## config.mk

```make
export PLATFORM = sky130hd
export DESIGN_NAME = digit_serial_addsub
export DESIGN_NICKNAME = d
export VERILOG_FILES = /design/src/rtl/addsub_pkg.sv /design/src/rtl/digit_serial_addsub_fa.sv /design/src/rtl/digit_serial_addsub.sv
export SDC_FILE = /design/constraint.sdc
export NUM_CORES = 1
export LEC_CHECK = 0
export ABC_CLOCK_PERIOD_IN_PS = 2900
export CAP_MARGIN = 15
export CELL_PAD_IN_SITES_DETAIL_PLACEMENT = 2
export CELL_PAD_IN_SITES_GLOBAL_PLACEMENT = 2
export CORE_MARGIN = 2
export CORE_UTILIZATION = 34
export CTS_CLUSTER_DIAMETER = 200
export DETAILED_ROUTE_END_ITERATION = 12
export PLACE_DENSITY_LB_ADDON = 0.1
export SLEW_MARGIN = 20
export SYNTH_ARGS = -nofsm -noshare
export SYNTH_HDL_FRONTEND = slang
export SYNTH_SLANG_ARGS = --single-unit
export TNS_END_PERCENT = 10
```

## constraint.sdc

```tcl
create_clock -name clk -period 2.9 [get_ports clk]
set_input_delay 0.29 -clock clk [delete_from_list [all_inputs] [get_ports clk]]
set_output_delay 0.29 -clock clk [all_outputs]
set_load 0.01 [all_outputs]
```

## src/rtl/addsub_pkg.sv

```systemverilog
// addsub_pkg: shared FSM state and ctrl encodings for digit_serial_addsub
package addsub_pkg;
  typedef enum logic {IDLE = 1'b0, RUN = 1'b1} state_t;
  localparam logic ADD = 1'b0;
  localparam logic SUB = 1'b1;
endpackage

```

## src/rtl/digit_serial_addsub_fa.sv

```systemverilog
// full_adder_cell: one-bit full adder, the building block of the per-cycle ripple stage
module full_adder_cell (
  input  logic a,
  input  logic b,
  input  logic cin,
  output logic sum,
  output logic cout
);
  assign sum  = a ^ b ^ cin;
  assign cout = (a & b) | (cin & (a ^ b));
endmodule

```

## src/rtl/digit_serial_addsub.sv

```systemverilog
// digit_serial_addsub: multi-cycle two's-complement add/sub, DIGIT bits per clock
module digit_serial_addsub
  import addsub_pkg::*;
#(
  parameter int WIDTH = 16,
  parameter int DIGIT = 4
) (
  input  logic             clk,
  input  logic             rst_n,
  input  logic             start,
  input  logic [WIDTH-1:0] a,
  input  logic [WIDTH-1:0] b,
  input  logic             ctrl,
  output logic             busy,
  output logic             done,
  output logic [WIDTH-1:0] sum,
  output logic             cout,
  output logic             ovf,
  output logic             zero
);
  localparam int NDIG = WIDTH / DIGIT;
  localparam int IW   = (NDIG > 1) ? $clog2(NDIG) : 1;

  state_t           state, state_nx;
  logic [IW-1:0]    idx;
  logic             carry;
  logic [WIDTH-1:0] sa, sb, acc, acc_nx;
  logic [DIGIT-1:0] ds;
  logic [DIGIT:0]   c;
  logic             last;

  assign c[0] = carry;

  for (genvar i = 0; i < DIGIT; i++) begin : g_fa
    full_adder_cell u_fa (
      .a   (sa[i]),
      .b   (sb[i]),
      .cin (c[i]),
      .sum (ds[i]),
      .cout(c[i+1])
    );
  end

  // the new digit enters at the top so after NDIG shifts the accumulator is in place
  assign acc_nx = (acc >> DIGIT) | (WIDTH'(ds) << (WIDTH - DIGIT));
  assign last   = (state == RUN) && (idx == IW'(NDIG - 1));
  assign busy   = (state == RUN);

  // state register
  always_ff @(posedge clk or negedge rst_n)
    if (!rst_n) state <= IDLE;
    else        state <= state_nx;

  // next state: start only honoured while idle, leave RUN after the last digit
  always_comb begin
    state_nx = (state == IDLE) ? (start ? RUN : IDLE) : (last ? IDLE : RUN);
  end

  // operand capture, digit processing and result commit
  always_ff @(posedge clk or negedge rst_n)
    if (!rst_n) begin
      idx   <= '0;
      carry <= 1'b0;
      sa    <= '0;
      sb    <= '0;
      acc   <= '0;
      done  <= 1'b0;
      sum   <= '0;
      cout  <= 1'b0;
      ovf   <= 1'b0;
      zero  <= 1'b0;
    end else begin
      done <= last;
      if (state == IDLE) begin
        if (start) begin
          sa    <= a;
          sb    <= b ^ {WIDTH{ctrl}};
          carry <= (ctrl == SUB);
          idx   <= '0;
        end
      end else begin
        sa    <= sa >> DIGIT;
        sb    <= sb >> DIGIT;
        acc   <= acc_nx;
        carry <= c[DIGIT];
        idx   <= idx + IW'(1);
        if (last) begin
          sum  <= acc_nx;
          cout <= c[DIGIT];
          ovf  <= c[DIGIT] ^ c[DIGIT-1];
          zero <= (acc_nx == '0);
        end
      end
    end
endmodule

```

=== Word-level counts from Yosys, hierarchy flattened ===
Cells that the tools add are included.

* Word-level logic and storage cells: 51
* Latch bits: 0
* Input port bits: 36
* Register bits after elaboration: 72
* Memories: 0
* Bits in read-only memories: 0
* Memory bits (writable): 0

* Mux-type cells: 11
* $lt $le $gt $ge: 0
* Bitwise gates (word level): 23
* Equality and inequality tests: 1
* Multiply operators: 0
* $add $sub $neg: 1
* Reduce and logical (&&, ||, !) cells: 4
* Shifts and indexed selects: 0
* Divide/modulo/power cells: 0

{| class="wikitable"
|+ Operators by type and width
! cell !! number
|-
| 16-bit two-way mux || 4
|-
| 16-bit zero test || 1
|-
| 12-bit by 16-bit OR with 16-bit output || 1
|-
| 16-bit bitwise XOR || 1
|-
| 1-bit bitwise XOR || 9
|-
| 1-bit AND || 8
|-
| 1-bit two-way mux || 5
|-
| 2-bit two-way mux || 2
|-
| 1-bit OR || 4
|-
| 2-bit by 1-bit adder with 2-bit output, second input constant || 1
|-
| 2-bit equality test, second input constant || 1
|-
| 2-bit AND reduction || 1
|-
| 2-bit nonzero test || 1
|-
| 1-bit logical AND || 1
|}

=== Depth between registers and ports, before layout ===
* Depth after elaboration: 10
* Depth in mapped cells: 10

=== Cells and area by module ===
Synthesis repeated with hierarchy kept, for this count alone.

* Cell total of the unflattened synthesis: 244
* Area, all modules: 3066.7 um^2

{| class="wikitable"
|+ Modules (own cells, without submodules)
! module !! sequential area each (um^2) !! area an instance (um^2) !! instances !! cells each
|-
| digit_serial_addsub || 1701.6 || 2986.6 || 1 || 240
|-
| full_adder_cell || 0.0 || 20.0 || 4 || 1
|}

=== Worst setup path before layout ===
No wires, ideal clock.

* Path kind: reg2reg
* Start: register carry
* End: register zero
* Setup time: 0.083 ns
* Setup slack: 0.598 ns
* Path buffers: 0
* Data arrival time: 2.219 ns
* Cell stages (with the launch flop): 11
* Period minus slack after synthesis: 2.302 ns
* Cells stage by stage: dfrtp_1 -> inv_1 -> fa_1 -> inv_1 -> fa_1 -> fa_1 -> inv_1 -> fa_1 -> nor4bb_1 -> nand4_1 -> o21ai_0

* Cells in the longest elaborated chain, start to end: 9
* Elaborated cells on any way between the ends: 12
* Classes of those cells: bitwise (11); reduce/logical (1)

{| class="wikitable"
|+ Ends and longest elaborated chain
! item !! RTL line !! text
|-
| start, declared || digit_serial_addsub.sv:26 || <nowiki>logic carry;</nowiki>
|-
| start signal, assigned || digit_serial_addsub.sv:78 || <nowiki>carry <= (ctrl == SUB);</nowiki>
|-
| start signal, assigned || digit_serial_addsub.sv:85 || <nowiki>carry <= c[DIGIT];</nowiki>
|-
| 1-bit AND || digit_serial_addsub_fa.sv:10 || <nowiki>assign cout = (a & b) | (cin & (a ^ b));</nowiki>
|-
| 1-bit OR || digit_serial_addsub_fa.sv:10 ||
|-
| 1-bit AND || digit_serial_addsub_fa.sv:10 ||
|-
| 1-bit OR || digit_serial_addsub_fa.sv:10 ||
|-
| 1-bit AND || digit_serial_addsub_fa.sv:10 ||
|-
| 1-bit OR || digit_serial_addsub_fa.sv:10 ||
|-
| 1-bit bitwise XOR || digit_serial_addsub_fa.sv:9 || <nowiki>assign sum = a ^ b ^ cin;</nowiki>
|-
| 12-bit by 16-bit OR with 16-bit output * || digit_serial_addsub.sv:45 || <nowiki>assign acc_nx = (acc >> DIGIT) | (WIDTH'(ds) << (WIDTH - DIGIT));</nowiki>
|-
| 16-bit zero test * || digit_serial_addsub.sv:91 || <nowiki>zero <= (acc_nx == '0);</nowiki>
|-
| end signal, assigned || digit_serial_addsub.sv:91 ||
|-
| end, declared || digit_serial_addsub.sv:19 || <nowiki>output logic zero</nowiki>
|}

Mark *: on every way between the ends. The rest lies on a longest branch, timed or not.
A chain may end at the register's enable or synchronous reset.

=== Worst setup path after layout ===
Same ends and word-level chain as after synthesis.

==> results.py <==
metrics = {
    "clocking": {
        "worstSkewPairLatency_ps": 340,
        "cts-root-buf": "clkbuf_8",
        "cts_sinks": 68,
        "htree_levels": 3,
        "clockBufferDepth": 2,
        "cts_resized": 0,
        "numCtsBuffers": 9,
        "clk_pin_slew_ps": 80,
        "cts_tree": "done",
    },
    "min_path": {
        "holdCritStartpoint": "sb[7]",
        "hold_class": "register to register",
    },
    "timing": {
        "fin_worst_skew_ps": 11.6,
        "tns_ps": 0,
        "period_minus_slack_ps": 2550,
        "drv_slew": 0,
        "finalSetupViolCount": 0,
        "slew-limit-headroom": 0.363,
        "period_share": 0.879,
        "worst_slew_pin_slew_ps": 952,
        "setup_ws_ps": 350,
        "fmax_ghz": 0.392,
        "hold_violations": 0,
        "rsz0062_at_grt": "no",
    },
    "die": {
        "die_w_um": 99.5,
        "dieHeight_um": 99.5,
        "row_count": 34,
        "pin_count": 57,
        "die-area_mm2": 0.00990,
        "initial_core_util": 0.354,
        "core_mm2": 0.00876,
    },
    "run_status": {
        "status": "complete, no violations",
    },
    "grt": {
        "grt.total_usage": 0.146,
        "grt_start_max_net_pins": 51,
        "antenna_found_initial": 0,
        "grt_overflow": 0,
        "grt_pass1_vias": 2223,
        "grt_pass1_wl_um": 11300,
    },
    "job": {
        "drv_cap": 0,
    },
    "layout": {
        "syn2layout_area_growth_pct": 26.9,
        "final_cell_mix": "dfrtp_1, clkdlybuf4s50_1, mux2i_1, nand2_1, o21ai_0",
        "nets": 354,
        "layout_commonest_cell": "dfrtp_1",
        "fillers": 896,
        "diodes": 0,
        "layout-drive-gt1-share": 0.148,
    },
    "synth": {
        "synthAdderAreaFrac": 0.0299,
        "synth_compound_area_frac": 0.0666,
        "syn-cell-area_mm2": 0.00310,
        "synth_cell_type_count": 26,
        "synth_nets": 298,
        "synth_xor_area_frac": 0.0480,
        "yosysSeqAreaShare": 0.549,
        "synthMuxAreaShare": 0.186,
        "syn_inst": 257,
        "ys_warn_count": 0,
        "synth-seq-cells": 68,
        "yosys.area_share.simple": 0.0686,
        "synth_top_family_by_area": "multiplexers",
        "synth_area_per_cell_um2": 12.1,
    },
    "power": {
        "power.switching_uw": 1260,
        "p_leak_uw": 0.00180,
        "switching_share": 0.332,
        "peakVddDrop_v": 0.000330,
        "p_int_uw": 2520,
        "pwr-share-comb": 0.356,
        "powerDensity_mw_per_mm2": 961,
        "seqPwrFrac": 0.430,
        "clockPowerShare": 0.215,
    },
    "setup_path": {
        "crit_cells": 10,
        "max_stage_delay_ps": 530,
        "reg2reg_from": "carry",
        "cpMaxStageDelayCell": "fa_1",
        "end_kind": "register",
        "rrSetupSlack_ps": 350,
        "crit_type": "register to register",
        "crit_buf_inv": 3,
        "critPathTopFamily": "adder cells",
        "worstPathRequired_ps": 3150,
        "r2r-end": "zero",
        "worstPathArrival_ps": 2800,
        "worstSetupStartpointType": "register",
        "cp_max_fo": 3,
        "cp-endpoint": "zero",
        "worstRegToRegCells": 10,
        "crit_path_frequent_cell": "fa_1",
        "cp-startpoint": "carry",
        "path_cells": "inv_1 -> fa_1 -> inv_1 -> fa_1 -> fa_1 -> inv_1 -> fa_1 -> nor4bb_1 -> nand4_1 -> o21ai_0",
    },
    "drt": {
        "num_vias": 2054,
        "detail-route-antenna-nets": 0,
        "wire_per_inst_um": 15.6,
        "dr.pass1.iters": 4,
        "wl_um": 6660,
        "viasPerCell": 4.82,
        "drt_iter0_markers": 29,
        "drc": 0,
    },
    "placed_design": {
        "dp_worst_setup_slack_ps": 326,
        "io_buffer_count": 56,
        "place_hpwl_um": 4650,
        "gp_congestion": 0.705,
    },
}
## cells by family (layout without fill, tap and decap cells)
group | after synthesis | count (layout)
AO/OA/AOI/OAI | 38 | 38
XOR/XNOR | 17 | 17
adder cells (fa/ha/maj) | 5 | 5
buffers and inverters | 27 | 88
flip-flops | 68 | 68
multiplexers | 53 | 53
AND/OR/NAND/NOR | 49 | 49
## synthesized netlist by cell type
cell	number	share of area
mux2_4	5	0.024
fa_1	4	0.026
a21oi_1	1	0.0016
mux2_2	17	0.062
a22o_1	1	0.0028
clkbuf_1	5	0.0061
xor2_1	13	0.037
nor2_1	10	0.012
o21ai_0	31	0.050
nand2b_1	1	0.0020
nor4_1	3	0.0061
mux2i_1	31	0.10
nor2b_1	1	0.0020
a211oi_1	5	0.012
buf_6	4	0.015
nand2_1	31	0.038
xnor2_1	4	0.011
nor4bb_1	1	0.0032
inv_1	10	0.012
dfrtp_1	68	0.55
buf_4	4	0.0097
nand4_1	1	0.0020
nand2_4	1	0.0036
buf_2	3	0.0048
buf_8	1	0.0048
ha_1	1	0.0040
## state kept, by name (all words and copies together), names as in the netlist, 2 cells and up
| signal | cells |
|---|---|
| sa | 16 |
| sb | 16 |
| sum | 16 |
| acc | 12 |
| idx | 2 |
## worst min-delay path: cells and delay by family (launching register included)
kind | cells | cell delay (ps)
AO/OA/AOI/OAI | 1 | 60
AND/OR/NAND/NOR | 1 | 50
flip-flops | 1 | 340
## power by group through the flow
stage | Clock (uW) | Combinational (uW) | Sequential [uW]
floorplan | 0 | 855 | 1590
global placement | 0 | 1310 | 1640
detailed placement | 0 | 1370 | 1660
CTS | 842 | 1380 | 1640
global route | 878 | 1500 | 1690
finish | 811 | 1350 | 1620
## worst min path at each step
stage,cells past startpoint,slack (ps),end
floorplan,0,-6,acc[10]
detailed placement,1,360,sum[11]
global placement,1,370,sum[11]
CTS,2,490,sb[3]
finish,2,480,sb[3]
global route,2,510,sb[3]
## what timing repair did
item	in CTS	in global routing
setup buffers	0	0
hold buffers	1	0
endpoints found under the hold margin	18	0
## routing by layer
layer	global-route usage	part of all wire	vias to the layer above
li1	-	-	975
met1	0.179	0.42	1035
met2	0.255	0.53	39
met3	0.0415	0.033	5
met4	0.0379	0.011	0
met5	0	0	-
## per-stage QoR
step | area (um^2) | power, uW | instances | hold WS [ps] | util
floorplan | 3100 | 2450 | 257 | -5.59 | -
global placement | 3710 | 2950 | 409 | 367 | 0.424
detailed placement | 3710 | 3030 | 409 | 364 | 0.424
CTS | 3930 | 3860 | 426 | 487 | 0.449
global route | 3930 | 4080 | 426 | 515 | 0.449
finish | 3930 | 3780 | 426 | 485 | 0.449
## cell type report
| class | count | area, um^2 | share of cell area |
|---|---|---|---|
| clock inverters | 5 | 58.8 | 0.0149 |
| multi-input cells | 162 | 1240 | 0.315 |
| flip-flops and latches | 68 | 1700 | 0.433 |
| repair buffers | 62 | 611 | 0.155 |
| well taps | 108 | 135 | 0.0344 |
| clock buffers | 11 | 151 | 0.0385 |
| inverters | 10 | 37.5 | 0.00954 |
(Power assumes the default switching activity.)
